==> src/rtl/timing_pkg.sv <==
// Shared types and helpers for the timing signal generator: run/halt state
// and the one-hot decode used to build the T0..Tn timing signals.
package timing_pkg;

  typedef enum logic {
    ST_RUN  = 1'b0,
    ST_HALT = 1'b1
  } state_t;

  localparam int MAX_SEL_W = 6;

  // Number of timing signals produced by a select of the given width.
  function automatic int num_t_f(input int sel_w);
    return 2 ** sel_w;
  endfunction

  // One-hot decode at the widest legal select; callers truncate to their width.
  function automatic logic [63:0] onehot_f(input logic [MAX_SEL_W-1:0] sel);
    return 64'd1 << sel;
  endfunction

endpackage

==> src/rtl/decoder_n_to_2n.sv <==
// Combinational SEL_W-to-2**SEL_W one-hot decoder; all outputs low when en=0.
module decoder_n_to_2n
  import timing_pkg::*;
#(
  parameter int SEL_W = 4
) (
  input  logic [SEL_W-1:0]          sel,
  input  logic                      en,
  output logic [num_t_f(SEL_W)-1:0] onehot
);

  localparam int NUM_T = num_t_f(SEL_W);

  assign onehot = en ? NUM_T'(onehot_f(MAX_SEL_W'(sel))) : '0;

endmodule

==> src/rtl/timing_signal_generator.sv <==
// Sequence counter with integrated one-hot decode producing registered timing
// signals, programmable terminal count, and load/clear/halt/start control.
module timing_signal_generator
  import timing_pkg::*;
#(
  parameter int SEL_W     = 4,
  parameter int MAX_COUNT = 2 ** SEL_W - 1
) (
  input  logic                      clk,
  input  logic                      rst_n,
  input  logic                      en,
  input  logic                      clr,
  input  logic                      load,
  input  logic [SEL_W-1:0]          load_val,
  input  logic                      start,
  input  logic                      halt,
  output logic [SEL_W-1:0]          sc_out,
  output logic [num_t_f(SEL_W)-1:0] t_out,
  output logic                      running,
  output logic                      cycle_done,
  output logic                      load_err
);

  localparam int NUM_T = num_t_f(SEL_W);

  if (SEL_W < 1 || SEL_W > MAX_SEL_W) begin : g_bad_sel_w
    $error("timing_signal_generator: SEL_W must be in 1..6");
  end
  if (MAX_COUNT < 0 || MAX_COUNT > 2 ** SEL_W - 1) begin : g_bad_max_count
    $error("timing_signal_generator: MAX_COUNT must be <= 2**SEL_W-1");
  end

  localparam logic [SEL_W-1:0] MAX_SC = SEL_W'(MAX_COUNT);

  state_t             state_q, state_d;
  logic [SEL_W-1:0]   sc_d;
  logic [NUM_T-1:0]   t_d;
  logic               cycle_done_d;
  logic               load_err_d;

  // Priority chain: clr > load > halt > start > en. Only the en branch can
  // wrap, so any higher-priority request suppresses cycle_done.
  always_comb begin
    // NOTE: every output of this block gets a default first so no path leaves
    // a signal unassigned, which would otherwise infer a latch.
    state_d      = state_q;
    sc_d         = sc_out;
    cycle_done_d = 1'b0;
    load_err_d   = 1'b0;
    if (clr) begin
      sc_d = '0;
    end else if (load) begin
      if (load_val <= MAX_SC) sc_d = load_val;
      else                    load_err_d = 1'b1;
    end else if (halt) begin
      state_d = ST_HALT;
    end else if (start) begin
      state_d = ST_RUN;
      sc_d    = '0;
    end else if (en && state_q == ST_RUN) begin
      if (sc_out == MAX_SC) begin
        sc_d         = '0;
        cycle_done_d = 1'b1;
      end else begin
        sc_d = sc_out + SEL_W'(1);
      end
    end
  end

  // Decode the next-state count so t_out and sc_out land on the same edge.
  decoder_n_to_2n #(
    .SEL_W (SEL_W)
  ) u_decoder (
    .sel    (sc_d),
    .en     (state_d == ST_RUN),
    .onehot (t_d)
  );

  // NOTE: sequential state uses non-blocking assignments so all registers
  // sample their next values together at the edge, independent of order.
  always_ff @(posedge clk or negedge rst_n) begin
    if (!rst_n) begin
      state_q    <= ST_RUN;
      sc_out     <= '0;
      t_out      <= NUM_T'(1);
      cycle_done <= 1'b0;
      load_err   <= 1'b0;
    end else begin
      state_q    <= state_d;
      sc_out     <= sc_d;
      t_out      <= t_d;
      cycle_done <= cycle_done_d;
      load_err   <= load_err_d;
    end
  end

  assign running = (state_q == ST_RUN);

endmodule

==> config.mk <==
export PLATFORM = sky130hd
export DESIGN_NAME = timing_signal_generator
export DESIGN_NICKNAME = d
export VERILOG_FILES = /design/src/rtl/timing_pkg.sv /design/src/rtl/decoder_n_to_2n.sv /design/src/rtl/timing_signal_generator.sv
export SDC_FILE = /design/constraint.sdc
export NUM_CORES = 1
export LEC_CHECK = 0
export ABC_AREA = 1
export CELL_PAD_IN_SITES_DETAIL_PLACEMENT = 0
export CELL_PAD_IN_SITES_GLOBAL_PLACEMENT = 2
export CORE_MARGIN = 2
export CORE_UTILIZATION = 24
export DETAILED_ROUTE_END_ITERATION = 16
export GPL_ROUTABILITY_DRIVEN = 0
export PLACE_DENSITY_LB_ADDON = 0.1
export SYNTH_ARGS = -nofsm -noshare
export SYNTH_HDL_FRONTEND = slang
export SYNTH_HIERARCHICAL = 1
export SYNTH_SLANG_ARGS = --single-unit
==> constraint.sdc <==
create_clock -name clk -period 1.9 [get_ports clk]
set_input_delay 0.475 -clock clk [delete_from_list [all_inputs] [get_ports clk]]
set_output_delay 0.475 -clock clk [all_outputs]
set_load 0.02 [all_outputs]
# ---- Yosys cells after proc, flatten, opt, wreduce, memory -nomap -nowiden
# Index checks and enable logic that the tools add are counted.
dict set report totals {
  ff_bits 23
  latch_bits 0
  ram_bits 0
  mem_bits_ro 0
  inputBits 11
  output_inout_bits 23
  elab_cells 32
  mem_count 0
}
dict set report op_classes {
  n_addsub 1
  n_mul 0
  n_div 0
  n_lt_le_gt_ge 1
  eq_ne 1
  shifts 1
  muxes 21
  n_bitwise 1
  reduce_logical 1
}
# cell count
set op_table {}
lappend op_table {{2-to-1 mux 4 bit} 7}
lappend op_table {{2-to-1 mux 16 bit} 1}
lappend op_table {{left shift 1 x 4 -> 16 bit (first input constant)} 1}
lappend op_table {{2-to-1 mux 1 bit} 13}
lappend op_table {{adder 4 x 1 -> 4 bit (second input constant)} 1}
lappend op_table {{equality test 4 bit (second input constant)} 1}
lappend op_table {{less-or-equal comparator 4 bit (second input constant)} 1}
lappend op_table {{logical AND 1 bit} 1}
lappend op_table {{inverter 1 bit} 1}

# ---- Depth between registers and ports, before layout
# Gate-level depths: netlist of run 1.
dict set report depth {
  depth_word 9
  depth_mapped 11
  ltp_nobuf 11
}

# ---- Cells and area by module
# The synthesis of run 1 kept the hierarchy.
# mod n_inst cells_each area_each_um2 seq_area_each_um2
set by_module_without_submodules {}
lappend by_module_without_submodules {timing_signal_generator 1 81 808.3 551.8}
lappend by_module_without_submodules {decoder_n_to_2n 1 31 126.4 0.0}

# ---- Least setup slack after synthesis of run 1
# Ideal clock, no wire load.
dict set report synth_path {
  kind {register to register}
  from {register sc_out[0]}
  to {register t_out[1]}
  setup_time_ns 0.125
  arrival_ns 1.328
  required_ns 1.775
  setup_slack_ns 0.446
  stages_incl_launch_ff 10
  path_buffers 0
  period_less_slack_ns 1.454
  cell_sequence {dfrtp_1 -> ha_1 -> nand3_1 -> nor2_1 -> nor2_1 -> nand3_1 -> nand2_1 -> inv_1 -> nand2_1 -> nor2_1}
}
dict set report synth_via {
  elab_chain_cells 9
  word_cells_on_any_way 11
  classes_between {add/sub (1); eq/ne (1); shift (1); mux (8)}
}
# element line
set synth_lines {}
lappend synth_lines {{start: declaration} timing_signal_generator.sv:17} ;# output logic [SEL_W-1:0] sc_out,
lappend synth_lines {{start signal: assignment} timing_signal_generator.sv:84} ;# sc_out <= '0;
lappend synth_lines {{start signal: assignment} timing_signal_generator.sv:90} ;# sc_out <= sc_d;
lappend synth_lines {{adder 4 x 1 -> 4 bit or equality test 4 bit (tied branches)} {timing_signal_generator.sv:65, timing_signal_generator.sv:61}}
lappend synth_lines {{2-to-1 mux 4 bit *} timing_signal_generator.sv:61} ;# if (sc_out == MAX_SC) begin
lappend synth_lines {{2-to-1 mux 4 bit *} timing_signal_generator.sv:60} ;# end else if (en && state_q == ST_RUN) begin
lappend synth_lines {{2-to-1 mux 4 bit *} timing_signal_generator.sv:57} ;# end else if (start) begin
lappend synth_lines {{2-to-1 mux 4 bit *} timing_signal_generator.sv:55} ;# end else if (halt) begin
lappend synth_lines {{2-to-1 mux 4 bit *} timing_signal_generator.sv:52} ;# end else if (load) begin
lappend synth_lines {{2-to-1 mux 4 bit *} timing_signal_generator.sv:50} ;# if (clr) begin
lappend synth_lines {{net sc_d[3]} timing_signal_generator.sv:36} ;# logic [SEL_W-1:0] sc_d;
lappend synth_lines {{left shift 1 x 4 -> 16 bit *} timing_pkg.sv:19} ;# return 64'd1 << sel;
lappend synth_lines {{2-to-1 mux 16 bit *} decoder_n_to_2n.sv:14} ;# assign onehot = en ? NUM_T'(onehot_f(MAX_SEL_W'(sel))) : '0;
lappend synth_lines {{net t_d[1]} timing_signal_generator.sv:37} ;# logic [NUM_T-1:0] t_d;
lappend synth_lines {{end signal: assignment} timing_signal_generator.sv:91} ;# t_out <= t_d;
lappend synth_lines {{end: declaration} timing_signal_generator.sv:18} ;# output logic [num_t_f(SEL_W)-1:0] t_out,
# The timed path passes the listed nets; every way through them passes the cells marked *.

# ---- Final worst setup path of run 1
dict set report layout_path {
  from {register t_out[0]}
  to {output t_out[0]}
}
# No word-level cell between the ends.

==> out/results.env, run 1 <==
CRITICAL-PATH-TOP-DELAY-FAMILY='buffers and inverters'
SYNTH.CELL_AREA_UM2=935
TIMING.CRITICAL_PATH.FANOUT_MAX=1
WORST_SETUP_HOLD_PATH_CLK_SLEW_PS=80
CTSROOTBUFFERMASTER='sky130_fd_sc_hd__clkbuf_8'
DESIGN.DIE.AREA_UM2=4410
TRITONCTS='built'
GRT_START_MAX_NET_PINS=23
REG2REG_SLACK_PS=310
TOTAL_SWITCHING_POWER_mW=0.258
COMBINATIONALPOWERSHARE_PCT=16.3
CLOCK-SINKS=22
FLOORPLAN.CORE_AREA_UM2=3720
LAYOUT_WORST_PATH_CYCLE_SHARE_PCT=96.4
CORE_OCCUPANCY_IN_THE_FINISHED_LAYOUT_PCT=39.6
WIRELENGTH_UM=2210
FIN_TNS_SETUP_PS=0
GRT_SETUP_UNREPAIRED='yes'
TIMING.FINAL.HOLD_VIOLATIONS=0
FINAL_CELL_COUNT_NO_FILL=206
POST_CTS_BUFFERS=0
GRT_OVERFLOW=0
PLACE.PORT_BUFFERS=32
MAX-VDD-IR-DROP_mV=0.413
SYN-INSTANCE-COUNT=112
TOTAL_POWER_mW=1.10
VIAS=827
CRITICAL_PATH_BUF_INV_COUNT=1
HPWL_UM=1740
GRT_FIRST_PASS_WIRELENGTH_UM=3780
POST_DRT_VIA_CELL_RATIO=4.01
POWER.CLOCK.FRACTION_PCT=38.5
FINALSETUPVIOLATIONS=0
SYNTH_SEQ_CELLS=22
WL_PER_CELL_UM=10.7
IO_PINS=34
TIMING.CRITICAL_PATH.FROM_TYPE='flop'
FIRST_PASS_ITERS=3
CELLPOWERDENSITY_nW_PER_UM2=751
DIE_SPAN_X_UM=66.4
SW_FRAC_OF_TOTAL_PCT=23.4
NUM-NETS-FINAL=171
MAX_FREQ_MHz=546
CLOCK-SKEW-FINAL_PS=5.72
CRITICAL_PATH_REQUIRED_PS=1420
HP-CLASS='in2async'
SYNTH_WARNINGS=6
FINAL_MAX_SLEW_VIOL_COUNT=0
PLACED_CELLS_INCL_TAPS=202
CTS_HOLD_REPAIR.BUFFERS=0
FINAL.FILL_COUNT=392
CTS_BUFFERS=3
INITIAL_CORE_UTIL_PCT=25.2
INITIALDRTVIOLATIONCOUNT=31
INSERTED_DIODES=0
DETAIL-ROUTE-ANTENNA-NETS=0
GRT_PASS1_VIAS=839
POSTSYNTHAREAPERCELL_UM2=8.35
CHIPHEIGHT_UM=66.4
INTERNAL_POWER_mW=0.847
CTS-ROOT-TO-SINK-BUFFERS=2
POST_CTS_RESIZED=0
INSERTION_DELAY_PS=260
AREA_OVERHEAD_VS_SYNTH_PCT=57.4
SYNTHESIS.NETS=124
FINAL.MIN_CLOCK_PERIOD_PS=1830
INITIAL_ANTENNA_VIOLATION_COUNT=0
WORST_EP_ARRIVAL_TIME_PS=1360
SYNTH_SEQUENTIAL_AREA_RATIO_PCT=59.0
WORST-SETUP-PATH-TYPE='reg2out'
SLOWEST_STAGE='sky130_fd_sc_hd__clkdlybuf4s50_1'
HTREE_NUM_LEVELS=1
OVERALL_ROUTING_RESOURCE_USAGE_PCT=11.5
FP-ROW-COUNT=22
STATUS='finished clean'
LAYOUT-DRIVE-GT1-SHARE_PCT=13.3
SYNTH_CELL_TYPE_COUNT=16
WORST_SETUP_PATH_END_KIND='output pin'
PWR-SHARE-SEQ_PCT=45.2
CP_SLOWEST_STAGE_DELAY_PS=590
CRITICAL_PATH.CELL_CHAIN='clkdlybuf4s50_1'
DRC_ERRORS=0
POWER_LEAKAGE_nW=0.728
CAP_VIOL_MAX_COUNT=0
==> worst paths after layout <==
path / from / to / depth (start not counted)
max reg2reg: sc_out[0] / t_out[7] / 9
max: t_out[0] / t_out[0] / 1
min: rst_n / state_q / 2
max in group asynchronous: rst_n / t_out[0] / 2
min in group clk: state_q / state_q / 2
min reg2reg: state_q / state_q / 2
==> area by class of cell <==
class | count | area, um2 | area share [%]
clock buffers | 3 | 41.3 | 2.81
repair buffers | 43 | 408 | 27.7
flip-flops and latches | 22 | 552 | 37.5
clock inverters | 1 | 30.0 | 2.04
multi-input cells | 73 | 320 | 21.8
well taps | 48 | 60.1 | 4.08
inverters | 16 | 60.1 | 4.08
==> stage by stage <==
stage | worst slack, ps | instance area [um2] | hold WS (ps)
2_1_floorplan | 446 | 935 | 179
3_3_place_gp | -168 | 1390 | 627
3_5_place_dp | -169 | 1390 | 613
4_1_cts | 38.6 | 1460 | 566
5_1_grt | -27.2 | 1470 | 572
6_report | 68.9 | 1470 | 555
==> routing by layer <==
metal,GRT usage [%],vias to the layer above,wire [um]
li1,-,431,-
met1,16.0,372,1140
met5,0,-,0
met3,3.92,2,125
met2,17.4,22,930
met4,2.30,0,8
==> flip-flops by register name, indices dropped and copies added, names as in the netlist <==
signal and cells:
t_out 16, cycle_done 1, sc_out 4, state_q 1
==> placed cells by master, fill, tap and decap left out <==
cell	synthesis	routed
sky130_fd_sc_hd__nand2_1	27	25
sky130_fd_sc_hd__buf_4	1	11
sky130_fd_sc_hd__nand3_1	12	12
sky130_fd_sc_hd__o211ai_1	1	1
sky130_fd_sc_hd__dfstp_2	1	1
sky130_fd_sc_hd__clkbuf_8	0	3
sky130_fd_sc_hd__dlymetal6s2s_1	0	2
sky130_fd_sc_hd__conb_1	1	1
sky130_fd_sc_hd__a22oi_1	1	1
sky130_fd_sc_hd__clkdlybuf4s50_1	0	30
sky130_fd_sc_hd__bufinv_16	0	1
sky130_fd_sc_hd__nand2_2	0	2
sky130_fd_sc_hd__nor2_2	1	1
sky130_fd_sc_hd__nor2_1	26	26
sky130_fd_sc_hd__inv_2	1	2
sky130_fd_sc_hd__o22ai_1	1	1
sky130_fd_sc_hd__inv_1	15	14
sky130_fd_sc_hd__ha_1	1	1
sky130_fd_sc_hd__a21oi_1	1	1
sky130_fd_sc_hd__o21bai_1	1	1
sky130_fd_sc_hd__dfrtp_1	21	21
==> Yosys cell counts <==
master                     count  area share, %
sky130_fd_sc_hd__inv_1        15            6.0
sky130_fd_sc_hd__nand2_1      27             11
sky130_fd_sc_hd__a21oi_1       1           0.53
sky130_fd_sc_hd__inv_2         1           0.40
sky130_fd_sc_hd__nor2_2        1           0.67
sky130_fd_sc_hd__o211ai_1      1           0.80
sky130_fd_sc_hd__conb_1        1           0.40
sky130_fd_sc_hd__buf_4         1           0.80
sky130_fd_sc_hd__nor2_1       26             10
sky130_fd_sc_hd__dfrtp_1      21             56
sky130_fd_sc_hd__ha_1          1            1.3
sky130_fd_sc_hd__o21bai_1      1           0.80
sky130_fd_sc_hd__a22oi_1       1           0.80
sky130_fd_sc_hd__dfstp_2       1            2.8
sky130_fd_sc_hd__nand3_1      12            6.4
sky130_fd_sc_hd__o22ai_1       1           0.67
==> power groups by stage <==
stage | sequential (mW) | clock [mW] | combinational (mW)
6_report | 0.499 | 0.425 | 0.180
5_1_grt | 0.502 | 0.466 | 0.200
4_1_cts | 0.500 | 0.440 | 0.183
3_5_place_dp | 0.509 | 0 | 0.181
3_3_place_gp | 0.510 | 0 | 0.182
2_1_floorplan | 0.523 | 0 | 0.0688
==> logic make-up (layout without fill, tap and decap cells) <==
family          after synthesis  count (layout)  share of synthesized area (%)
simple gates                 66              66                           28.4
other cells                   1               1                          0.401
flops                        22              22                           59.0
buf+inv                      17              63                           7.23
compound gates                5               5                           3.62
fa+ha+maj                     1               1                           1.34
Power figures use the tool's default switching activity.
==> run 2: changes to the inputs <==
Settings changed: RECOVER_POWER from default to 50.
==> run 2 against run 1 <==
  * Critical path depth unchanged
  * Count of clock-buffer cells in the layout unchanged
  * Global-route usage unchanged
  * Wire length down 0.18%
  * First-iteration DRC count up 3.2%
  * Register-to-register slack about the same
  * Largest cell class unchanged
  * Critical endpoint unchanged
  * Die area unchanged
==> out/results.env, run 2 (synthesized netlist as in run 1, its figures left out) <==
FINALSETUPVIOLATIONS=0  # unchanged
GRT_START_MAX_NET_PINS=23  # unchanged
FIN_WORST_HOLD_SLACK_PS=625  # +69.8 ps
FIRST_PASS_ITERS=3  # unchanged
INSERTION_DELAY_PS=260  # about the same
TRITONCTS='built'
SLEW-LIMIT-HEADROOM_PCT=24.3
FINAL_MAX_SLEW_VIOL_COUNT=0  # unchanged
MAX_FREQ_MHz=546  # unchanged
WORST_SLEW_PIN_SLEW_PS=1140
WORST_SETUP_PATH_END_KIND='output pin'
POST_CTS_BUFFERS=0  # unchanged
IO_PINS=34  # unchanged
WIRELENGTH_UM=2200  # -0.18%
FINAL.MIN_CLOCK_PERIOD_PS=1830  # unchanged
WORST_SETUP_HOLD_PATH_CLK_SLEW_PS=80  # about the same
INITIAL_ANTENNA_VIOLATION_COUNT=0  # unchanged
LARGEST_REG_FLOPS=16  # unchanged
DESIGN.DIE.AREA_UM2=4410  # unchanged
NUM-NETS-FINAL=171  # unchanged
CP_SLOWEST_STAGE_DELAY_PS=590  # about the same
FLOORPLAN.CORE_AREA_UM2=3720  # unchanged
CRITICAL_PATH_BUF_INV_COUNT=1  # unchanged
TIMING.CRITICAL_PATH.FANOUT_MAX=1  # unchanged
HPWL_UM=1740  # unchanged
INITIAL_CORE_UTIL_PCT=25.2  # unchanged
VIAS=827  # unchanged
WL_PER_CELL_UM=10.7  # -0.18%
CLOCK-SKEW-FINAL_PS=5.71  # -0.00982 ps
STATUS='finished clean'
LARGEST_REGISTERS='t_out: 16 flops, sc_out: 4 flops'
SLOWEST_STAGE='sky130_fd_sc_hd__clkdlybuf4s50_1'
HTREE_NUM_LEVELS=1  # unchanged
CTS-ROOT-TO-SINK-BUFFERS=2  # unchanged
CRITICAL-PATH-TOP-DELAY-FAMILY='buffers and inverters'
MAX-VDD-IR-DROP_mV=0.413  # about the same
POST_CTS_RESIZED=0  # unchanged
GRT_OVERFLOW=0  # unchanged
FP-ROW-COUNT=22  # unchanged
MOSTFREQUENTLAYOUTCELL='sky130_fd_sc_hd__clkdlybuf4s50_1'
CTS_BUFFERS=3  # unchanged
POWER_LEAKAGE_nW=0.688  # -5.5%
GRT_PASS1_VIAS=839  # unchanged
DETAIL-ROUTE-ANTENNA-NETS=0  # unchanged
CTSROOTBUFFERMASTER='sky130_fd_sc_hd__clkbuf_8'
LAYOUT_WORST_PATH_CYCLE_SHARE_PCT=96.4  # unchanged
PLACE.PORT_BUFFERS=32  # unchanged
TOTAL_POWER_mW=1.10  # -0.34%
CTS_HOLD_REPAIR.BUFFERS=0  # unchanged
CLOCK-SINKS=22  # unchanged
LAYOUT-DRIVE-GT1-SHARE_PCT=12.7  # -0.63 points
OVERALL_ROUTING_RESOURCE_USAGE_PCT=11.5  # unchanged
WORST-SETUP-PATH-TYPE='reg2out'
TIMING.CRITICAL_PATH.FROM_TYPE='flop'
INSERTED_DIODES=0  # unchanged
AREA_OVERHEAD_VS_SYNTH_PCT=55.2
CRITICAL_PATH_REQUIRED_PS=1420  # about the same
POST_DRT_VIA_CELL_RATIO=4.01  # unchanged
MAX_FLOP_REGISTER='t_out'
MOST_USED_CELLS_IN_THE_LAYOUT_EXCLUDING_FILL_AND_TAP_CELLS='sky130_fd_sc_hd__clkdlybuf4s50_1, sky130_fd_sc_hd__nor2_1, sky130_fd_sc_hd__nand2_1, sky130_fd_sc_hd__dfrtp_1, sky130_fd_sc_hd__inv_1'
TIMING.FINAL.HOLD_VIOLATIONS=0  # unchanged
CAP_VIOL_MAX_COUNT=0  # unchanged
INITIALDRTVIOLATIONCOUNT=32  # +3.2%
GRT_FIRST_PASS_WIRELENGTH_UM=3780  # unchanged
CELLPOWERDENSITY_nW_PER_UM2=759  # +1.1%
GRT_SETUP_UNREPAIRED='yes'
WORST_EP_ARRIVAL_TIME_PS=1360  # about the same
DRC_ERRORS=0  # unchanged
CRITICAL_PATH.CELL_CHAIN='clkdlybuf4s50_1'
HP-CLASS='reg2reg'
DIE_SPAN_X_UM=66.4  # unchanged
CHIPHEIGHT_UM=66.4  # unchanged
-- run 2: changes by cell type in the layout (fill, tap and decap cells not counted) --
cell                              change
sky130_fd_sc_hd__clkbuf_1             +3
sky130_fd_sc_hd__dlymetal6s2s_1       -2
sky130_fd_sc_hd__buf_4                -1
sky130_fd_sc_hd__clkdlybuf4s50_1      -1
sky130_fd_sc_hd__dlygate4sd3_1        +1
-- run 2: worst paths after layout --
check | start | end | slack, ps | cells past startpoint
min | state_q | state_q | 630 | 2
max in group asynchronous | rst_n | t_out[7] | 270 | 2
min in group asynchronous | rst_n | state_q | 950 | 2
min reg2reg | state_q | state_q | 630 | 2
max reg2reg | sc_out[0] | t_out[7] | 310 | 9
max | t_out[0] | t_out[0] | 70 | 1
-- run 2: routing by layer --
metal / track usage (%) / vias up / part of all wire (%) / routed length (um)
met1: 16.0 / 372 / 52 / 1140
met4: 2.30 / 0 / 0.36 / 8
met2: 17.4 / 22 / 42 / 927
met5: 0 / - / 0 / 0
li1: - / 431 / - / -
met3: 3.92 / 2 / 5.7 / 126
-- run 2: power breakdown --
| part | total (mW) | switching (mW) | internal (mW) |
|---|---|---|---|
| registers | 0.499 | 0.0133 | 0.486 |
| logic | 0.176 | 0.101 | 0.0757 |
| clock network | 0.425 | 0.144 | 0.281 |
| total | 1.10 | 0.258 | 0.843 |
-- run 2: cell type report --
| class | count | area [um2] |
|---|---|---|
| Clock buffer | 3 | 41.3 |
| Clock inverter | 1 | 30.0 |
| Fill cell | 400 | 2270 |
| Inverter | 16 | 60.1 |
| Multi-Input combinational cell | 73 | 320 |
| Sequential cell | 22 | 552 |
| Tap cell | 48 | 60.1 |
| Timing Repair Buffer | 43 | 387 |
-- run 2: stage by stage --
step	worst slack, ps	util (%)	cells	instance area (um2)	setup TNS, ps
after floorplan	446	-	112	935	0
after global placement	-168	37.4	202	1390	-2310
after detailed placement	-169	37.4	202	1390	-2400
after CTS	38.6	39.3	206	1460	0
after global routing	-27.2	39.0	206	1450	-375
final	68.9	39.0	206	1450	0
